$ cat config.mk
export PLATFORM = sky130hd
export DESIGN_NAME = inst_fetch
export DESIGN_NICKNAME = d
export VERILOG_FILES = /design/src/rtl/inst_fetch.sv
export SDC_FILE = /design/constraint.sdc
export NUM_CORES = 1
export LEC_CHECK = 0
export ABC_AREA = 1
export CAP_MARGIN = 15
export CORE_MARGIN = 2
export CORE_UTILIZATION = 35
export DETAILED_ROUTE_END_ITERATION = 10
export SETUP_SLACK_MARGIN = 0.3
export SYNTH_ARGS = -nofsm -noshare
export SYNTH_HDL_FRONTEND = slang
export SYNTH_SLANG_ARGS = --single-unit
$ cat constraint.sdc
create_clock -name clk -period 5.1 [get_ports clk]
set_clock_uncertainty 0.05 [all_clocks]
set_input_delay 0.51 -clock clk [delete_from_list [all_inputs] [get_ports clk]]
set_output_delay 0.51 -clock clk [all_outputs]
set_load 0.005 [all_outputs]
$ cat src/rtl/inst_fetch.sv
// Instruction fetch stage: issues pipelined instruction-memory requests under a credit
// limit, buffers in-order responses with their PCs and drives the IF/ID register.
module inst_fetch #(
  parameter int          OUTSTANDING = 2,
  parameter logic [31:0] NOP_INST    = 32'h0000_0000
) (
  input  logic        clk,
  input  logic        rst,
  input  logic [31:0] pc,
  input  logic        ce,
  input  logic [5:0]  stall,
  input  logic        flush,
  output logic        imem_req,
  output logic [31:0] imem_addr,
  input  logic        imem_gnt,
  input  logic        imem_rvalid,
  input  logic [31:0] imem_rdata,
  output logic        stallreq_if,
  output logic [31:0] id_pc,
  output logic [31:0] id_inst,
  output logic        id_valid
);

  localparam int CW = $clog2(OUTSTANDING + 1);
  localparam int PW = (OUTSTANDING > 1) ? $clog2(OUTSTANDING) : 1;
  localparam int OW = CW + 2;

  logic [31:0]   pend_mem [OUTSTANDING];
  logic [PW-1:0] pend_rd;
  logic [PW-1:0] pend_wr;
  logic [CW-1:0] pend_cnt;

  logic [63:0]   rbuf_mem [OUTSTANDING];
  logic [PW-1:0] rbuf_rd;
  logic [PW-1:0] rbuf_wr;
  logic [CW-1:0] rbuf_cnt;

  logic [CW-1:0] drop_cnt;
  logic [OW-1:0] occ;
  logic [OW-1:0] drop_sum;
  logic          fetch_ok;
  logic          grant;
  logic          rsp_accept;
  logic          rsp_drop;
  logic          rbuf_pop;
  logic [63:0]   rbuf_head;
  logic          unused_stall;

  function automatic logic [PW-1:0] ptr_inc(input logic [PW-1:0] p);
    return (p == PW'(OUTSTANDING - 1)) ? '0 : p + PW'(1);
  endfunction

  assign rbuf_pop = ~flush & ~stall[1] & (rbuf_cnt != '0);

  // An entry leaving for decode this cycle frees its credit at once, which is what
  // sustains one fetch per cycle with single-cycle memory latency.
  assign occ = OW'(pend_cnt) + OW'(rbuf_cnt) + OW'(drop_cnt) - OW'(rbuf_pop);

  assign fetch_ok    = rst & ce & ~flush;
  assign imem_req    = fetch_ok & (occ < OW'(OUTSTANDING));
  assign imem_addr   = pc;
  assign grant       = imem_req & imem_gnt;
  assign stallreq_if = fetch_ok & ~grant;

  assign rsp_drop   = imem_rvalid & (drop_cnt != '0);
  assign rsp_accept = imem_rvalid & ~flush & (drop_cnt == '0) & (pend_cnt != '0);
  assign rbuf_head  = rbuf_mem[rbuf_rd];

  // Everything still outstanding at a flush must be swallowed when it returns.
  assign drop_sum = OW'(drop_cnt) + OW'(pend_cnt)
                  - OW'(imem_rvalid & ((drop_cnt != '0) | (pend_cnt != '0)));

  assign unused_stall = ^{stall[5:3], stall[0]};

  always_ff @(posedge clk) begin
    if (grant)
      pend_mem[pend_wr] <= pc;
    if (rsp_accept)
      rbuf_mem[rbuf_wr] <= {pend_mem[pend_rd], imem_rdata};
  end

  always_ff @(posedge clk or negedge rst) begin
    if (!rst) begin
      pend_rd  <= '0;
      pend_wr  <= '0;
      pend_cnt <= '0;
    end else if (flush) begin
      pend_rd  <= '0;
      pend_wr  <= '0;
      pend_cnt <= '0;
    end else begin
      if (grant)
        pend_wr <= ptr_inc(pend_wr);
      if (rsp_accept)
        pend_rd <= ptr_inc(pend_rd);
      pend_cnt <= pend_cnt + CW'(grant) - CW'(rsp_accept);
    end
  end

  always_ff @(posedge clk or negedge rst) begin
    if (!rst) begin
      rbuf_rd  <= '0;
      rbuf_wr  <= '0;
      rbuf_cnt <= '0;
    end else if (flush) begin
      rbuf_rd  <= '0;
      rbuf_wr  <= '0;
      rbuf_cnt <= '0;
    end else begin
      if (rsp_accept)
        rbuf_wr <= ptr_inc(rbuf_wr);
      if (rbuf_pop)
        rbuf_rd <= ptr_inc(rbuf_rd);
      rbuf_cnt <= rbuf_cnt + CW'(rsp_accept) - CW'(rbuf_pop);
    end
  end

  always_ff @(posedge clk or negedge rst) begin
    if (!rst)
      drop_cnt <= '0;
    else if (flush)
      drop_cnt <= drop_sum[CW-1:0];
    else if (rsp_drop)
      drop_cnt <= drop_cnt - CW'(1);
  end

  always_ff @(posedge clk or negedge rst) begin
    if (!rst) begin
      id_pc    <= '0;
      id_inst  <= NOP_INST;
      id_valid <= 1'b0;
    end else if (flush || (stall[1] && !stall[2])) begin
      id_pc    <= '0;
      id_inst  <= NOP_INST;
      id_valid <= 1'b0;
    end else if (!stall[1]) begin
      if (rbuf_cnt != '0) begin
        id_pc    <= rbuf_head[63:32];
        id_inst  <= rbuf_head[31:0];
        id_valid <= 1'b1;
      end else begin
        id_pc    <= '0;
        id_inst  <= NOP_INST;
        id_valid <= 1'b0;
      end
    end
  end

endmodule

==> results.md, run 1 <==
- Fin. max-slew vios: 0
- Wl on met1: 8.84 mm
- Pwr/cell area: 352 nW/um^2
- Ports: 175
- Nature of the critical path endpoint: output pin
- Asr flop ratio synth: 28.1%
- First-pass DRT Iterations: 4
- Post-synth EDFFs: 192
- Clk sinks: 267
- Status: finished, final reports clean
- Die H: 178 um
- Unique masters post-synth: 29
- Post-Syn Area per Cell: 14.9 um^2
- Top Layer Used: met4
- Max Freq: 242 MHz
- Via/cell ratio: 4.44
- CTS clk-pin slew, worst paths: 0.06 ns
- Max IR drop VDD: 0.213 mV
- Tightest Pin Transition: 0.981 ns
- # nets final: 955
- Most common cell in the netlist: edfxtp_1
- Setup TNS after final layout: 0 ns
- Post-CTS Resized: 0
- Reg2reg path depth: 17
- CP max-delay cell: clkdlybuf4s50_1
- Post-Syn Area: 10600 um^2
- Routed WL: 20.3 mm
- Max-capacitance violation count: 0
- Reg2reg end: pend_cnt[1]$_DFF_PN0_
- Req. time, crit path: 4.54 ns
- Slew HR: 34.5%
- DRT iter0 DRCs: 235
- Final period util: 80.9%
- Port Buf Inserts: 170
- Num CTS Buffers: 28
- Ant. Diodes: 0
- Overflow after GRT: 0
- Post-layout min period: 4.13 ns
- Syn-to-layout area delta: 27.1%
- Worst-Skew Late Latency: 0.53 ns
- Synth area leaders: edfxtp_1 54%, dfrtp_1 18%, mux2i_1 6.0%
- Syn Nets: 803
- Initial antenna violation count: 0
- Leakage Power: 4.79 nW
- Sequential cell area: 7650 um^2
- Warnings, synthesis: 0
- Biggest cell delay along the critical path: 0.46 ns
- CP Depth: 13
- CP delay by family, top: adder cells
- First-pass GRT wire length: 31.2 mm
- CTS tree: yes
- Hpwl dp: 12.5 mm
- Multi-input logic area: 2200 um^2
- WHS Endpoint: id_pc[22]$_DFFE_PN0P_
- Cell taking the most area after synthesis: edfxtp_1
- Crit path cell chain: clkdlybuf4s50_1, nor2_1, o21a_2, inv_4, or2_1, fa_1, ha_1, fa_1, nor2_1, nand2_1, nor3b_2, a21oi_1, clkdlybuf4s50_1
- Syn Inst Count: 715
- RSZ-0062 raised after global routing: false
- Setup WS pre-CTS: 0.932 ns
- WL met2: 9.96 mm
- WL/cell: 15.9 um
- Endpoints failing setup: 0
- Hold/Removal Path Class: reg -> reg
- Share of cells above drive strength 1: 13.4%
- DRC: 0
- Vias: 5684
- Hold Fails Final Rpt: 0
- Fillcell total: 2671
- Worst path buffer plus inverter count: 3
- Post-synth top area share: 54.3%
- Seq/Total Area, Yosys: 71.9%
- Worst Hold Launch: rbuf_mem[0][54]$_DFFE_PP_
- Row cnt: 63
- Initial core utilization: 35.7%
- Final worst slack: 0.972 ns
- Die area: 31800 um^2
- Routability cong.: 0.716
- Number of global-route vias before repair: 5771
- Startpoint Class: input port
- Total power draw: 4.76 mW
- CP Max Fanout: 4
- Post-synth top cells: 192 x edfxtp_1, 118 x nand2_1, 87 x inv_1
- Hold Path Depth: 2
- Die Wd: 178 um
- R2r setup slk: 1.75 ns
- Core box area: 29800 um^2
- Top FF cell, synth: edfxtp_1
- Critical R2R Launch: rbuf_cnt[1]$_DFF_PN0_
- WS Path Type: in -> out
- WP data arrival: 3.57 ns
- Worst hold slack: 0.453 ns
- #FFs+latches synth: 267
- Clock Path Buffers: 3
- Total track usage: 12.7%
- CTS H-tree depth: 1
- ANT nets after route: 0
- Root Driver: clkbuf_16
- Routed length on met3: 978 um
- Largest net degree at the start of global routing: 46
==> where the power goes <==
part           internal, mW  switching [mW]  total, mW
Combinational         0.130           0.138      0.268
Clock                  1.31           0.804       2.12
Sequential             2.36          0.0161       2.37
Total                  3.80           0.959       4.76
==> how the worst max path moves through the flow <==
stage | slack [ns] | start | end
floorplan | 0.79 | flush | pend_mem[1][0]$_DFFE_PP_
global placement | 0.96 | stall[1] | imem_req
detailed placement | 0.93 | stall[1] | stallreq_if
CTS | 0.93 | stall[1] | stallreq_if
global route | 0.78 | stall[1] | stallreq_if
finish | 0.97 | stall[1] | stallreq_if
==> per-stage QoR <==
stage / utilization [%] / instances / area (um^2)
after floorplan: - / 715 / 10600
after global placement: 41.9 / 1225 / 12500
after detailed placement: 41.9 / 1225 / 12500
after CTS: 45.2 / 1278 / 13500
after global routing: 45.3 / 1279 / 13500
final: 45.3 / 1279 / 13500
==> layer usage <==
| layer | track usage [%] | vias up |
|---|---|---|
| met2 | 22.5 | 143 |
| li1 | - | 2764 |
| met1 | 16.0 | 2741 |
| met3 | 2.37 | 36 |
| met5 | 0 | - |
| met4 | 3.46 | 0 |
==> cell usage in the layout, fill, tap and decap left out, drive strengths merged <==
cell type / Yosys / final
ha: 10 / 10
a21o: 1 / 1
dfrtp: 75 / 75
xor2: 3 / 3
nand2: 118 / 118
nor2: 14 / 14
buf: 57 / 14
o22ai: 64 / 64
nand3: 6 / 6
fa: 2 / 2
inv: 89 / 88
o21ai: 5 / 5
clkbuf: 5 / 35
nor3b: 1 / 1
a21oi: 3 / 3
o21a: 1 / 1
edfxtp: 192 / 192
xnor2: 2 / 2
bufinv: 0 / 5
clkdlybuf4s50: 0 / 169
clkinv: 1 / 14
dlygate4sd3: 0 / 1
mux2i: 64 / 64
or2: 1 / 1
nand4: 1 / 1
==> cells by family after synthesis <==
logic type	Yosys count	synth area share, %
adders and majority gates	12	1.55
AOI/OAI and AO/OA	74	7.24
buffers and inverters	152	7.56
DFF	267	71.9
xor gates and xnor gates	5	0.412
and+or+nand+nor	141	5.30
muxes	64	6.03
==> flip-flops by register name (all words and copies together), names as in the netlist <==
signal	count
pend_mem	64
rbuf_mem	128
id_inst	32
rbuf_cnt	2
pend_rd	1
rbuf_wr	1
drop_cnt	2
pend_wr	1
id_valid	1
id_pc	32
pend_cnt	2
rbuf_rd	1
==> area by class of cell <==
type | instances | area share (%)
Sequential cell | 267 | 56.6
Inverter | 90 | 2.55
Clock inverter | 17 | 1.51
Timing Repair Buffer | 184 | 13.7
Tap cell | 390 | 3.61
Clock buffer | 35 | 5.69
Multi-Input combinational cell | 296 | 16.3
==> repair_timing <==
action,4_1_cts,5_1_grt
hold buffers,1,0
hold endpoints to repair,35,0
setup endpoints to repair,0,0
buffers inserted,0,0
==> worst register-to-register path: stages, from the launching register on <==
cell and delay (ns):
dfrtp_1 0.41, o21a_2 0.25, inv_4 0.06, or2_1 0.12, nand2_1 0.06, ha_1 0.27
a21o_1 0.16, ha_1 0.19, fa_1 0.43, nor2_1 0.10, nand2_1 0.08, nor2_1 0.14
nand3_1 0.19, ha_1 0.33, inv_1 0.04, ha_1 0.17, xor2_1 0.15, nor2_1 0.09
Note: power is estimated with default switching activity, not from simulation.
==> run 2, diff against run 1 <==
- clock period: 5.1 -> 4.3 ns (I/O delays scaled with it)
==> results.md, run 2 (synthesis results as in run 1) <==
- Startpoint Class: input port
- Clk sinks: 267
- Setup WS pre-CTS: 0.322 ns
- Max reg flops: 128
- Total track usage: 13.3%
- ANT nets after route: 0
- Die area: 31800 um^2
- Final period util: 91.7%
- RSZ-0062 raised after global routing: true
- Sequential cell area: 7650 um^2
- Req. time, crit path: 3.82 ns
- Leakage Power: 4.75 nW
- DRC: 0
- R2r setup slk: 0.98 ns
- Core box area: 29800 um^2
- Root Driver: clkbuf_16
- Die Wd: 178 um
- Num CTS Buffers: 27
- Critical R2R Launch: rbuf_cnt[1]$_DFF_PN0_
- Routed WL: 20.7 mm
- Initial antenna violation count: 2
- First-pass DRT Iterations: 4
- CTS clk-pin slew, worst paths: 0.06 ns
- Hold Fails Final Rpt: 0
- Port Buf Inserts: 170
- Reg2reg path depth: 17
- WS Path Type: in -> out
- Multi-input logic area: 2200 um^2
- Pwr/cell area: 399 nW/um^2
- Reg2reg end: pend_cnt[1]$_DFF_PN0_
- Slew HR: 35.2%
- Syn-to-layout area delta: 26.2%
- Die H: 178 um
- Most frequent cells in the layout: 192 x edfxtp_1, 168 x clkdlybuf4s50_1, 118 x nand2_1, 85 x inv_1, 74 x dfrtp_1
- Max Freq: 254 MHz
- Most common cell after layout, fill and taps aside: edfxtp_1
- First-pass GRT wire length: 32.5 mm
- CTS H-tree depth: 1
- Tightest Pin Transition: 0.973 ns
- Post-layout min period: 3.94 ns
- Endpoints failing setup: 0
- Via/cell ratio: 4.49
- Worst-Skew Late Latency: 0.52 ns
- Final core occ: 45.0%
- Status: finished, final reports clean
- # nets final: 958
- Max IR drop VDD: 0.224 mV
- Hpwl dp: 12.7 mm
- Nature of the critical path endpoint: output pin
- Row cnt: 63
- Hold/Removal Path Class: in -> async
- Register with the most flip-flops: rbuf_mem
- Clock Path Buffers: 3
- WP data arrival: 3.46 ns
- Final worst slack: 0.355 ns
- Total power draw: 5.35 mW
- DRT iter0 DRCs: 287
- Fin. max-slew vios: 0
- Routability cong.: 0.707
- Ports: 175
- Share of cells above drive strength 1: 13.1%
- CTS tree: yes
- Vias: 5755
- Fillcell total: 2707
- Initial core utilization: 35.7%
- Max-capacitance violation count: 0
- Overflow after GRT: 0
- Final instance area: 13400 um^2
- Number of global-route vias before repair: 5964
- Largest regs: rbuf_mem (128), pend_mem (64)
- CP Max Fanout: 4
- WL/cell: 16.2 um
- Largest net degree at the start of global routing: 53
- Placed Area: 12500 um^2
- Setup TNS after final layout: 0 ns
## run 2: worst max-delay path by stage
| stage | startpoint | end | slack, ns |
|---|---|---|---|
| floorplan | flush | pend_mem[1][0]$_DFFE_PP_ | 0.59 |
| global placement | stall[1] | imem_req | 0.35 |
| detailed placement | stall[1] | imem_req | 0.32 |
| CTS | stall[1] | imem_req | 0.32 |
| global route | flush | stallreq_if | 0.22 |
| finish | flush | imem_req | 0.36 |
## run 2: per-layer routing
metal | share of wire (%) | GRT usage [%]
met1 | 43 | 16.5
met2 | 50 | 23.4
met3 | 5.4 | 2.54
met4 | 2.0 | 4.17
met5 | 0 | 0
## run 2: final cells by class
class                   count  area share [%]
multi-input cells         296            16.4
diodes                      1          0.0187
clock buffers              36            5.44
inverters                  90            2.57
clock inverters            13           0.821
well taps                 390            3.64
repair buffers            188            14.1
flip-flops and latches    267            57.0
## run 2: power breakdown
group / leakage, nW / internal [mW] / switching, mW
logic: 1.56 / 0.156 / 0.165
clock network: 0.417 / 1.30 / 0.908
registers: 2.77 / 2.80 / 0.0194
total: 4.75 / 4.26 / 1.09
## run 2: critical path, stage by stage
cell and delay, ns:
clkdlybuf4s50_1 0.42, nor2_1 0.10, o21a_2 0.17, inv_4 0.04
or2_1 0.23, fa_1 0.44, ha_1 0.22, fa_1 0.42
nor2_1 0.11, nand2_1 0.09, nor3b_2 0.24, clkdlybuf4s50_1 0.54
## run 2: per-stage QoR
step,instances,hold WS [ns]
final,1281,0.397
after global placement,1227,0.407
after CTS,1277,0.407
after global routing,1280,0.416
after detailed placement,1227,0.416
after floorplan,715,0.0844
## run 2: repair_timing
| action | 4_1_cts | 5_1_grt |
|---|---|---|
| hold buffers | 1 | 0 |
| endpoints found under the setup margin | 0 | 2 |
| hold endpoints to repair | 36 | 0 |
| gates resized for setup | 0 | 1 |
| buffers inserted | 0 | 2 |
==> run 3, diff against run 2 <==
- GPL_ROUTABILITY_DRIVEN: default -> 0
==> results of run 3 <==
The final DEF is identical to that of run 2; final timing and power are the same.
